## src/rtl/pc_sequencer.sv

```systemverilog
// PC sequencer: arbitrates boot, interrupt vector, branch and fetch-advance requests
// and drives the program counter's load/increment strobes and 16-bit address databus.
module pc_sequencer #(
    parameter logic [22:0] BOOT_ADDR = 23'h000000,
    parameter logic [22:0] VEC_BASE  = 23'h000004
) (
    input  logic        clk_i,
    input  logic        rst_ni,
    input  logic        inc_req_i,
    output logic        inc_ack_o,
    input  logic        br_req_i,
    input  logic [22:0] br_target_i,
    output logic        br_ack_o,
    input  logic        irq_req_i,
    input  logic [6:0]  irq_idx_i,
    output logic        irq_ack_o,
    input  logic        stall_i,
    output logic        pcload_o,
    output logic        pcinc_o,
    output logic [15:0] databus_o,
    output logic        databus_oe_o,
    output logic        busy_o
);

    typedef enum logic [2:0] {
        StIdle    = 3'd0,
        StLdCmd   = 3'd1,
        StLdLsw   = 3'd2,
        StLdMsw   = 3'd3,
        StIncCmd  = 3'd4,
        StIncWait = 3'd5
    } state_t;

    state_t      r_state;
    logic [22:0] r_target;
    logic        r_boot_pending;
    logic        r_pcload;
    logic        r_pcinc;
    logic        r_inc_ack;
    logic        r_br_ack;
    logic        r_irq_ack;
    logic        r_oe;
    logic [15:0] r_databus;
    logic        r_busy;

    logic        w_arb_en;
    logic        w_grant_boot;
    logic        w_grant_irq;
    logic        w_grant_br;
    logic        w_grant_inc;
    logic        w_grant_load;
    logic [22:0] w_irq_vec;
    logic [22:0] w_cap_target;

    // Fixed priority boot > irq > br > inc, only while idle and not stalled.
    assign w_arb_en     = (r_state == StIdle) && !stall_i;
    assign w_grant_boot = w_arb_en && r_boot_pending;
    assign w_grant_irq  = w_arb_en && !r_boot_pending && irq_req_i;
    assign w_grant_br   = w_arb_en && !r_boot_pending && !irq_req_i && br_req_i;
    assign w_grant_inc  = w_arb_en && !r_boot_pending && !irq_req_i && !br_req_i && inc_req_i;
    assign w_grant_load = w_grant_boot || w_grant_irq || w_grant_br;

    assign w_irq_vec    = VEC_BASE + {15'b0, irq_idx_i, 1'b0};
    assign w_cap_target = r_boot_pending ? BOOT_ADDR :
                          irq_req_i      ? w_irq_vec : br_target_i;

    // Next state and all outputs are registered together so outputs track the state.
    always_ff @(posedge clk_i or negedge rst_ni) begin
        if (!rst_ni) begin
            r_state        <= StIdle;
            r_target       <= '0;
            r_boot_pending <= (BOOT_ADDR != 23'h0);
            r_pcload       <= 1'b0;
            r_pcinc        <= 1'b0;
            r_inc_ack      <= 1'b0;
            r_br_ack       <= 1'b0;
            r_irq_ack      <= 1'b0;
            r_oe           <= 1'b0;
            r_databus      <= '0;
            r_busy         <= 1'b0;
        end else begin
            r_pcload  <= 1'b0;
            r_pcinc   <= 1'b0;
            r_inc_ack <= 1'b0;
            r_br_ack  <= 1'b0;
            r_irq_ack <= 1'b0;
            r_oe      <= 1'b0;
            r_databus <= '0;
            r_busy    <= 1'b0;
            case (r_state)
                StIdle: begin
                    if (w_grant_load) begin
                        r_state   <= StLdCmd;
                        r_target  <= w_cap_target & 23'h7FFFFE;
                        r_pcload  <= 1'b1;
                        r_irq_ack <= w_grant_irq;
                        r_br_ack  <= w_grant_br;
                        r_busy    <= 1'b1;
                        if (w_grant_boot) begin
                            r_boot_pending <= 1'b0;
                        end
                    end else if (w_grant_inc) begin
                        r_state   <= StIncCmd;
                        r_pcinc   <= 1'b1;
                        r_inc_ack <= 1'b1;
                        r_busy    <= 1'b1;
                    end
                end
                StLdCmd: begin
                    r_state   <= StLdLsw;
                    r_oe      <= 1'b1;
                    r_databus <= r_target[15:0];
                    r_busy    <= 1'b1;
                end
                StLdLsw: begin
                    r_state   <= StLdMsw;
                    r_oe      <= 1'b1;
                    r_databus <= {9'b0, r_target[22:16]};
                    r_busy    <= 1'b1;
                end
                StLdMsw: begin
                    r_state <= StIdle;
                end
                StIncCmd: begin
                    r_state <= StIncWait;
                    r_busy  <= 1'b1;
                end
                StIncWait: begin
                    r_state <= StIdle;
                end
                default: begin
                    r_state <= StIdle;
                end
            endcase
        end
    end

    assign pcload_o     = r_pcload;
    assign pcinc_o      = r_pcinc;
    assign inc_ack_o    = r_inc_ack;
    assign br_ack_o     = r_br_ack;
    assign irq_ack_o    = r_irq_ack;
    assign databus_oe_o = r_oe;
    assign databus_o    = r_databus;
    assign busy_o       = r_busy;

    // The PC must never see both strobes at once, nor a driven value with oe low.
    a_strobes_exclusive: assert property (@(posedge clk_i) disable iff (!rst_ni)
        !(pcload_o && pcinc_o));
    a_bus_quiet: assert property (@(posedge clk_i) disable iff (!rst_ni)
        databus_oe_o || (databus_o == 16'h0000));

endmodule

```

## config.mk

```make
export PLATFORM = sky130hd
export DESIGN_NAME = pc_sequencer
export DESIGN_NICKNAME = d
export VERILOG_FILES = /design/src/rtl/pc_sequencer.sv
export SDC_FILE = /design/constraint.sdc
export NUM_CORES = 1
export LEC_CHECK = 0
export BUFFER_PORTS_ARGS = -buffer_cell sky130_fd_sc_hd__buf_2
export CAP_MARGIN = 20
export CORE_MARGIN = 2
export CORE_UTILIZATION = 51
export CTS_CLUSTER_SIZE = 12
export DETAILED_ROUTE_END_ITERATION = 16
export PLACE_DENSITY = 0.79
export SYNTH_ARGS = -nofsm -noshare
export SYNTH_HDL_FRONTEND = slang
export SYNTH_SLANG_ARGS = --single-unit
export TNS_END_PERCENT = 50
```

## constraint.sdc

```tcl
create_clock -name clk_i -period 2.6 [get_ports clk_i]
set_clock_uncertainty 0.15 [all_clocks]
set_input_delay 0.26 -clock clk_i [delete_from_list [all_inputs] [get_ports clk_i]]
set_output_delay 0.26 -clock clk_i [all_outputs]
set_load 0.1 [all_outputs]
```

==> After elaboration in Yosys (flattened, before gate mapping) <==
Index checks and enable logic that the tools add are counted.
{ "totals": {"ff_bits": 47, "latchBits": 0, "ramBits": 0, "mem_bits_ro": 0, "input_bits": 36, "output_inout_bits": 23, "word_cells": 45, "n_memories": 0} }
{ "classes": {"n_addsub": 1, "mul": 0, "n_div": 0, "magnitude_cmp": 0, "n_eq_ne": 4, "shift": 0, "muxes": 17, "bitwise": 0, "n_reduce_logical": 14} }
{ "op_table": {"columns": ["op", "count"], "rows": [
  ["case mux 16 bit (2 select lines)", 1],
  ["two-way mux 23 bit", 1],
  ["case mux 3 bit (4 select lines)", 1],
  ["two-way mux 1 bit", 11],
  ["adder 3 x 8 -> 9 bit (first input constant)", 1],
  ["logical AND 1 bit", 6],
  ["two-way mux 3 bit", 2],
  ["== test 3 x 1 -> 1 bit (second input constant)", 1],
  ["== test 3 x 2 -> 1 bit (second input constant)", 1],
  ["== test 3 bit (second input constant)", 1],
  ["zero test 1 bit", 3],
  ["zero test 3 bit", 1],
  ["!= test 3 bit (second input constant)", 1],
  ["OR reduction 3 bit", 1],
  ["case mux 1 bit (2 select lines)", 1],
  ["AND reduction 2 bit", 1],
  ["OR reduction 2 bit", 1],
  ["logical OR 1 bit", 1]
]} }

==> Depth between registers and ports, before layout <==
Gate-level depths: netlist of the first run.
{ "depth": {"ltp_word": 8, "depth_mapped": 5, "mapped_depth_nobuf": 4} }

==> Least setup slack after synthesis of the first run <==
OpenSTA, ideal clock, no wires.
{ "synth_timing": {"path_type": "reg-to-reg", "startpoint": "reg r_state[1]", "endpoint": "reg r_target[4]", "setup_ps": 125, "t_arrival_ps": 1681, "t_required_ps": 2325, "path_slack_ps": 645, "path_stages_with_launch": 6, "path_buffers": 1, "synth_period_minus_slack_ps": 1955, "cell_sequence": "dfrtp_1 > buf_6 > or4_4 > or2_4 > inv_2 > mux2_2"} }
{ "synth_via": {"elab_chain_len": 6, "word_cells_on_any_way": 7, "cone_classes": "reduce/logical: 7"} }
{ "synth_lines": {"columns": ["element", "line_no", "rtl"], "rows": [
  ["from (decl)", "34", "state_t r_state;"],
  ["from (signal assigned)", "70", "r_state <= StIdle;"],
  ["from (signal assigned)", "93", "r_state <= StLdCmd;"],
  ["from (signal assigned)", "103", "r_state <= StIncCmd;"],
  ["zero test 3 bit *", "56, 90", null],
  ["logical AND 1 bit", "56", "assign w_arb_en = (r_state == StIdle) && !stall_i;"],
  ["logical AND 1 bit (2 in series)", "59", "assign w_grant_br = w_arb_en && !r_boot_pending && !irq_req_i && br_req_i;"],
  ["logical OR 1 bit", "61", "assign w_grant_load = w_grant_boot || w_grant_irq || w_grant_br;"],
  ["AND reduction 2 bit (no source line) *", null, null],
  ["to (signal assigned)", "94", "r_target <= w_cap_target & 23'h7FFFFE;"],
  ["to (decl)", "35", "logic [22:0] r_target;"]
]} }
Mark *: on every way between the ends. The rest lies on a longest branch, timed or not.
A chain may end at the register's enable or synchronous reset.

==> Worst setup path after layout of the first run <==
Same ends and word-level chain as after synthesis.

==> results.json, run 1 <==
{
  "status": "finished clean",
  "relSlewSlack_pct": 61.7,
  "synth_top_family_by_area": "compound AO/OA/AOI/OAI gates",
  "fin_ws_ns": 0.322,
  "clk_pin_slew_ns": 0.08,
  "final_cell_mix": "57 x buf_2, 47 x dfrtp_1, 35 x o21ai_0, 14 x nand2b_1, 12 x nor2_1",
  "multi_input_area_um2": 746,
  "synthAdderAreaFrac_pct": 0.620,
  "drt-vias-per-instance": 5.27,
  "postRouteAntennaNets": 0,
  "p_per_area_nw_per_um2": 1190,
  "hpwl_um": 2670,
  "drv_cap": 0,
  "reg2reg_depth": 4,
  "final.setup.tns_ns": 0,
  "cts-resized-gates": 0,
  "core_um2": 3740,
  "clkLatencyLatePin_ns": 0.30,
  "nNetsFinal": 281,
  "hold_class": "input pin to register",
  "dr.pass1.iters": 4,
  "syn-instance-count": 191,
  "hold_viol": 0,
  "synth_area_um2": 2020,
  "synth_top_area_share_pct": 58.2,
  "crit_fanout": 23,
  "finalCriticalPeriod_ns": 2.28,
  "slew_viol_final": 0,
  "grt_pass1_wl_um": 6330,
  "ys_seq_area_share_pct": 58.2,
  "fmax_mhz": 439,
  "grt_pass1_vias": 1388,
  "ys_warn_count": 0,
  "start_util_pct": 53.9,
  "min_from": "inc_req_i",
  "avgSynthCellArea_um2": 10.6,
  "p_leak_nw": 1.21,
  "setup.worst_path.class": "register to register",
  "seq_area_um2": 1180,
  "critPathArrivalTime_ns": 2.32,
  "rsz0062_at_grt": "no",
  "min_path_cells": 3,
  "yosys.area.top_type": "dfrtp_1",
  "critPathCaptureType": "register",
  "cts_buffers": 5,
  "drt-total-wl_um": 4010,
  "cts_root_buf": "clkbuf_8",
  "dr_total_vias": 1545,
  "grt_use_total_pct": 19.5,
  "antenna_found_initial": 0,
  "syn_to_final_growth_pct": 19.8,
  "grt_remaining_overflow": 0,
  "clockBufferDepth": 2,
  "power.share.combinational_pct": 46.2,
  "pwr-share-clk_pct": 14.7,
  "port_buffers": 57,
  "reg2reg_to": "r_target[4]$_DFFE_PN0P_",
  "die_y_um": 66.9,
  "synth_xor_area_share_pct": 0.867,
  "place.gp.congestion": 0.755,
  "worst_pin_slew_ns": 0.574,
  "rows": 22,
  "holdPathEnd": "inc_ack_o$_DFF_PN0_",
  "r2r_start": "r_state[1]$_DFFE_PN0P_",
  "dp_slack_ns": 0.341,
  "dieArea_um2": 4480,
  "period_share_pct": 87.6,
  "seqPwrFrac_pct": 39.1,
  "nFillCells": 339,
  "ir_worst_vdd_mv": 0.471,
  "layout_commonest_cell": "buf_2",
  "p_switching_w": 0.00139,
  "drc_errors": 0,
  "setup_viol": 0,
  "internal_power_w": 0.00149,
  "drive_gt1_share_pct": 30.6,
  "grt_max_degree": 48,
  "num_io_pins": 59,
  "clock-sinks": 47,
  "diodes": 0,
  "synth.area.mux_share_pct": 3.10,
  "synth.ff_latch_count": 47,
  "cts_setup_buffers": 0,
  "die_x_um": 66.9,
  "yosys.cell_types.count": 35,
  "syn-num-nets": 228,
  "cts_tree": "done",
  "wire_per_inst_um": 13.7,
  "synthTopCellsByArea": "dfrtp_1 58%, o21ai_0 8.7%, nand2b_1 4.3%, and2_1 2.8%, a22oi_1 2.2%",
  "switching_share_pct": 48.3,
  "worstSetupStartpointType": "register",
  "drt_iter0_drc": 68,
  "synth_compound_area_share_pct": 16.2,
  "synthSimpleGateAreaFrac_pct": 16.1,
  "worstPathRequired_ns": 2.64,
  "r2r_slack_ns": 0.32,
  "htreeDepth": 2
}
[metrics by stage]
stage | instances | cell area, µm² | power [W] | utilization [%] | hold slack, ns
3_3_place_gp | 283 | 2300 | 0.00244 | 61.6 | 0.304
6_report | 293 | 2420 | 0.00289 | 64.6 | 0.0383
2_1_floorplan | 191 | 2020 | 0.00224 | - | -0.186
3_5_place_dp | 283 | 2300 | 0.00248 | 61.6 | 0.307
5_1_grt | 293 | 2420 | 0.00304 | 64.6 | 0.0422
4_1_cts | 292 | 2400 | 0.00290 | 64.1 | 0.0321
[synth_stat cells]
| cell type | instances |
|---|---|
| a31oi_1 | 3 |
| o21ba_2 | 2 |
| mux2_2 | 2 |
| buf_2 | 2 |
| nand4_1 | 1 |
| buf_4 | 1 |
| nand2b_1 | 14 |
| nor3_1 | 6 |
| dfrtp_1 | 47 |
| a21oi_1 | 1 |
| o21ai_1 | 5 |
| ha_1 | 1 |
| o21ai_0 | 35 |
| o22ai_1 | 1 |
| inv_2 | 1 |
| clkbuf_2 | 1 |
| or2_4 | 1 |
| a22oi_1 | 6 |
| xnor2_1 | 2 |
| or4_4 | 1 |
| o31ai_1 | 1 |
| and2_1 | 9 |
| inv_1 | 3 |
| nor2_1 | 12 |
| o21a_1 | 1 |
| nor2b_1 | 3 |
| buf_6 | 2 |
| and3_1 | 2 |
| nand3_1 | 1 |
| a22o_1 | 2 |
| clkbuf_1 | 10 |
| and4_1 | 2 |
| nand2_1 | 5 |
| nor3b_1 | 1 |
| mux2i_1 | 4 |
[worst max-delay path by stage]
| stage | start | cells after the start | slack, ns | to |
|---|---|---|---|---|
| 2_1_floorplan | r_state[1]$_DFFE_PN0P_ | 5 | 0.64 | r_target[4]$_DFFE_PN0P_ |
| 3_3_place_gp | r_state[1]$_DFFE_PN0P_ | 4 | 0.37 | r_target[4]$_DFFE_PN0P_ |
| 3_5_place_dp | r_state[1]$_DFFE_PN0P_ | 4 | 0.34 | r_target[4]$_DFFE_PN0P_ |
| 4_1_cts | r_state[1]$_DFFE_PN0P_ | 4 | 0.34 | r_target[8]$_DFFE_PN0P_ |
| 5_1_grt | r_state[1]$_DFFE_PN0P_ | 4 | 0.25 | r_target[8]$_DFFE_PN0P_ |
| 6_report | r_state[1]$_DFFE_PN0P_ | 4 | 0.32 | r_target[4]$_DFFE_PN0P_ |
[power by group through the flow]
stage	Combinational [W]	Sequential (W)	Clock [W]
global route	0.00142	0.00116	0.000465
floorplan	0.000458	0.00178	0
detailed placement	0.00133	0.00114	0
global placement	0.00131	0.00113	0
CTS	0.00134	0.00113	0.000432
finish	0.00134	0.00113	0.000424
[metal layers]
metal	vias up	part of all wire, %	global-route usage, %
li1	759	-	-
met1	735	43	24.9
met2	45	49	31.1
met3	6	6.0	6.08
met4	0	1.6	6.89
met5	-	0	0
[state kept, by name, indices dropped and copies added, names as in the netlist]
signal        cells
br_ack_o          1
busy_o            1
databus_o        16
databus_oe_o      1
inc_ack_o         1
irq_ack_o         1
pcload_o          1
r_state           3
r_target         22
[logic make-up (layout without fill, tap and decap cells)]
family / after synthesis / in the layout
fa+ha+maj: 1 / 1
simple gates: 58 / 58
compound gates: 57 / 57
mux: 6 / 6
buf+inv: 20 / 74
xor+xnor: 2 / 2
flops: 47 / 47
[worst max-delay path: stages (launching register included)]
cell	delay (ns)
dfrtp_1	0.47
or4_4	0.71
or2_4	0.40
inv_2	0.11
mux2_2	0.32
[area by class of cell]
type / count / share of cell area, %
Tap cell: 48 / 2.48
Clock inverter: 2 / 0.517
Sequential cell: 47 / 48.6
Multi-Input combinational cell: 124 / 30.8
Clock buffer: 6 / 3.00
Timing Repair Buffer: 62 / 14.0
Inverter: 4 / 0.620
[timing repair]
action | 4_1_cts | 5_1_grt
hold endpoints to repair | 8 | 0
endpoints found under the setup margin | 0 | 0
hold buffers | 1 | 0
(Power assumes the default switching activity.)
==> inputs of run 2 (changes only) <==
Settings changed: GPL_TIMING_DRIVEN from default to 0.
Clock period 2.6 ns to 2.3 ns, I/O delays scaled along.
==> results.json, run 2 (synthesis results as in run 1) <==
{
  "dr.pass1.iters": 4,
  "clock-sinks": 47,
  "place.gp.congestion": 0.800,
  "cts_buffers": 5,
  "start_util_pct": 53.9,
  "p_per_area_nw_per_um2": 1340,
  "busiest_layer": "met2",
  "p_leak_nw": 1.24,
  "drt-total-wl_um": 4240,
  "worstPathRequired_ns": 2.35,
  "cts_tree": "done",
  "grt_use_met1_pct": 27.1,
  "fin_cells": 306,
  "drv_cap": 0,
  "drt-vias-per-instance": 5.11,
  "grt_use_total_pct": 21.8,
  "dr_total_vias": 1564,
  "status": "finished clean",
  "rows": 22,
  "syn_to_final_growth_pct": 22.6,
  "die_x_um": 66.9,
  "met2_usage_pct": 36.4,
  "slowest_delay_ns": 0.55,
  "die_y_um": 66.9,
  "final_cell_mix": "59 x buf_2, 47 x dfrtp_1, 35 x o21ai_0, 14 x nand2b_1",
  "hold_class": "input pin to register",
  "clk_pin_slew_ns": 0.08,
  "grt_pass1_vias": 1513,
  "drive_gt1_share_pct": 29.8,
  "hpwl_um": 2980,
  "critPathArrivalTime_ns": 2.09,
  "ir_worst_vdd_mv": 0.521,
  "drt_iter0_drc": 87,
  "postRouteAntennaNets": 0,
  "slew_viol_final": 0,
  "dieArea_um2": 4480,
  "cp_top_family": "simple AND/OR/NAND/NOR gates",
  "largest-register": "r_target",
  "diodes": 0,
  "crit_fanout": 7,
  "p_total_w": 0.00332,
  "antenna_found_initial": 0,
  "grt_max_degree": 48,
  "grt_pass1_wl_um": 6980,
  "nFillCells": 329,
  "cts_setup_buffers": 0,
  "setup_viol": 0,
  "setup.worst_path.class": "register to register",
  "worstSetupStartpointType": "register",
  "placedCellCount": 296,
  "final.setup.tns_ns": 0,
  "core_um2": 3740,
  "final_util_pct": 66.1,
  "finalCriticalPeriod_ns": 2.05,
  "largest_reg_flops": 22,
  "fmax_mhz": 488,
  "htreeDepth": 2,
  "cts_root_buf": "clkbuf_8",
  "critPathCaptureType": "register",
  "path_buf_inv": 2,
  "relSlewSlack_pct": 64.4,
  "clockBufferDepth": 2,
  "worst_pin_slew_ns": 0.533,
  "rsz0062_at_grt": "no",
  "hold_viol": 0,
  "drc_errors": 0,
  "grt_remaining_overflow": 0,
  "grt_use_met3_pct": 3.72,
  "port_buffers": 57,
  "layout_commonest_cell": "buf_2",
  "num_io_pins": 59,
  "period_share_pct": 89.1,
  "wire_per_inst_um": 13.8,
  "nNetsFinal": 294,
  "clkLatencyLatePin_ns": 0.30,
  "worst_path_max_delay_cell": "or4_4",
  "path_cells": "clkbuf_1, or4_4, or2_4, inv_2, mux2_2"
}
-- run 2: final cells by class --
cell class | instances | area [µm²] | share of cell area [%]
clock buffers | 7 | 76.3 | 3.08
repair buffers | 59 | 315 | 12.7
flip-flops and latches | 47 | 1180 | 47.5
inverters | 4 | 15.0 | 0.606
plain buffers | 16 | 82.6 | 3.34
clock inverters | 1 | 5.00 | 0.202
well taps | 48 | 60.1 | 2.43
multi-input cells | 124 | 746 | 30.1
-- run 2: path summary, 6_finish.rpt --
| path | start | slack (ns) | cells after the start | end |
|---|---|---|---|---|
| hold reg to reg | r_target[9]$_DFFE_PN0P_ | 0.32 | 1 | databus_o[9]$_DFF_PN0_ |
| max in group asynchronous | rst_ni | 1.44 | 3 | r_target[7]$_DFFE_PN0P_ |
| min in group asynchronous | rst_ni | 0.13 | 2 | r_target[9]$_DFFE_PN0P_ |
| hold / removal | br_target_i[14] | 0.01 | 3 | r_target[14]$_DFFE_PN0P_ |
| setup / recovery | r_state[2]$_DFFE_PN0P_ | 0.25 | 5 | r_target[8]$_DFFE_PN0P_ |
| setup reg to reg | r_state[2]$_DFFE_PN0P_ | 0.25 | 5 | r_target[8]$_DFFE_PN0P_ |
-- run 2: per-stage QoR --
step | cell area, µm² | worst slack, ns | hold WS [ns]
floorplan | 2020 | 0.345 | -0.216
global placement | 2360 | 0.271 | 0.295
detailed placement | 2360 | 0.266 | 0.304
CTS | 2460 | 0.250 | 0.0102
global route | 2480 | 0.160 | 0.00948
finish | 2480 | 0.250 | 0.0115
-- run 2: tightest hold or removal path: stages --
cell and delay (ns):
buf_2 0.10, nand2b_1 0.06, o21ai_1 0.05
-- run 2: power by group --
| group | internal, W | switching [W] | leakage, nW |
|---|---|---|---|
| clock | 0.000213 | 0.000263 | 0.0422 |
| sequential | 0.00113 | 0.000114 | 0.617 |
| combinational | 0.000382 | 0.00121 | 0.581 |
-- run 2: metal layers --
layer / vias up / wire length, µm
li1: 785 / -
met1: 731 / 1820
met2: 39 / 2150
met3: 9 / 168
met4: 0 / 97
met5: - / 0
-- run 2: timing repair --
item / CTS / global route
endpoints found under the hold margin: 47 / 0
resized for setup: 0 / 0
hold buffers: 1 / 0
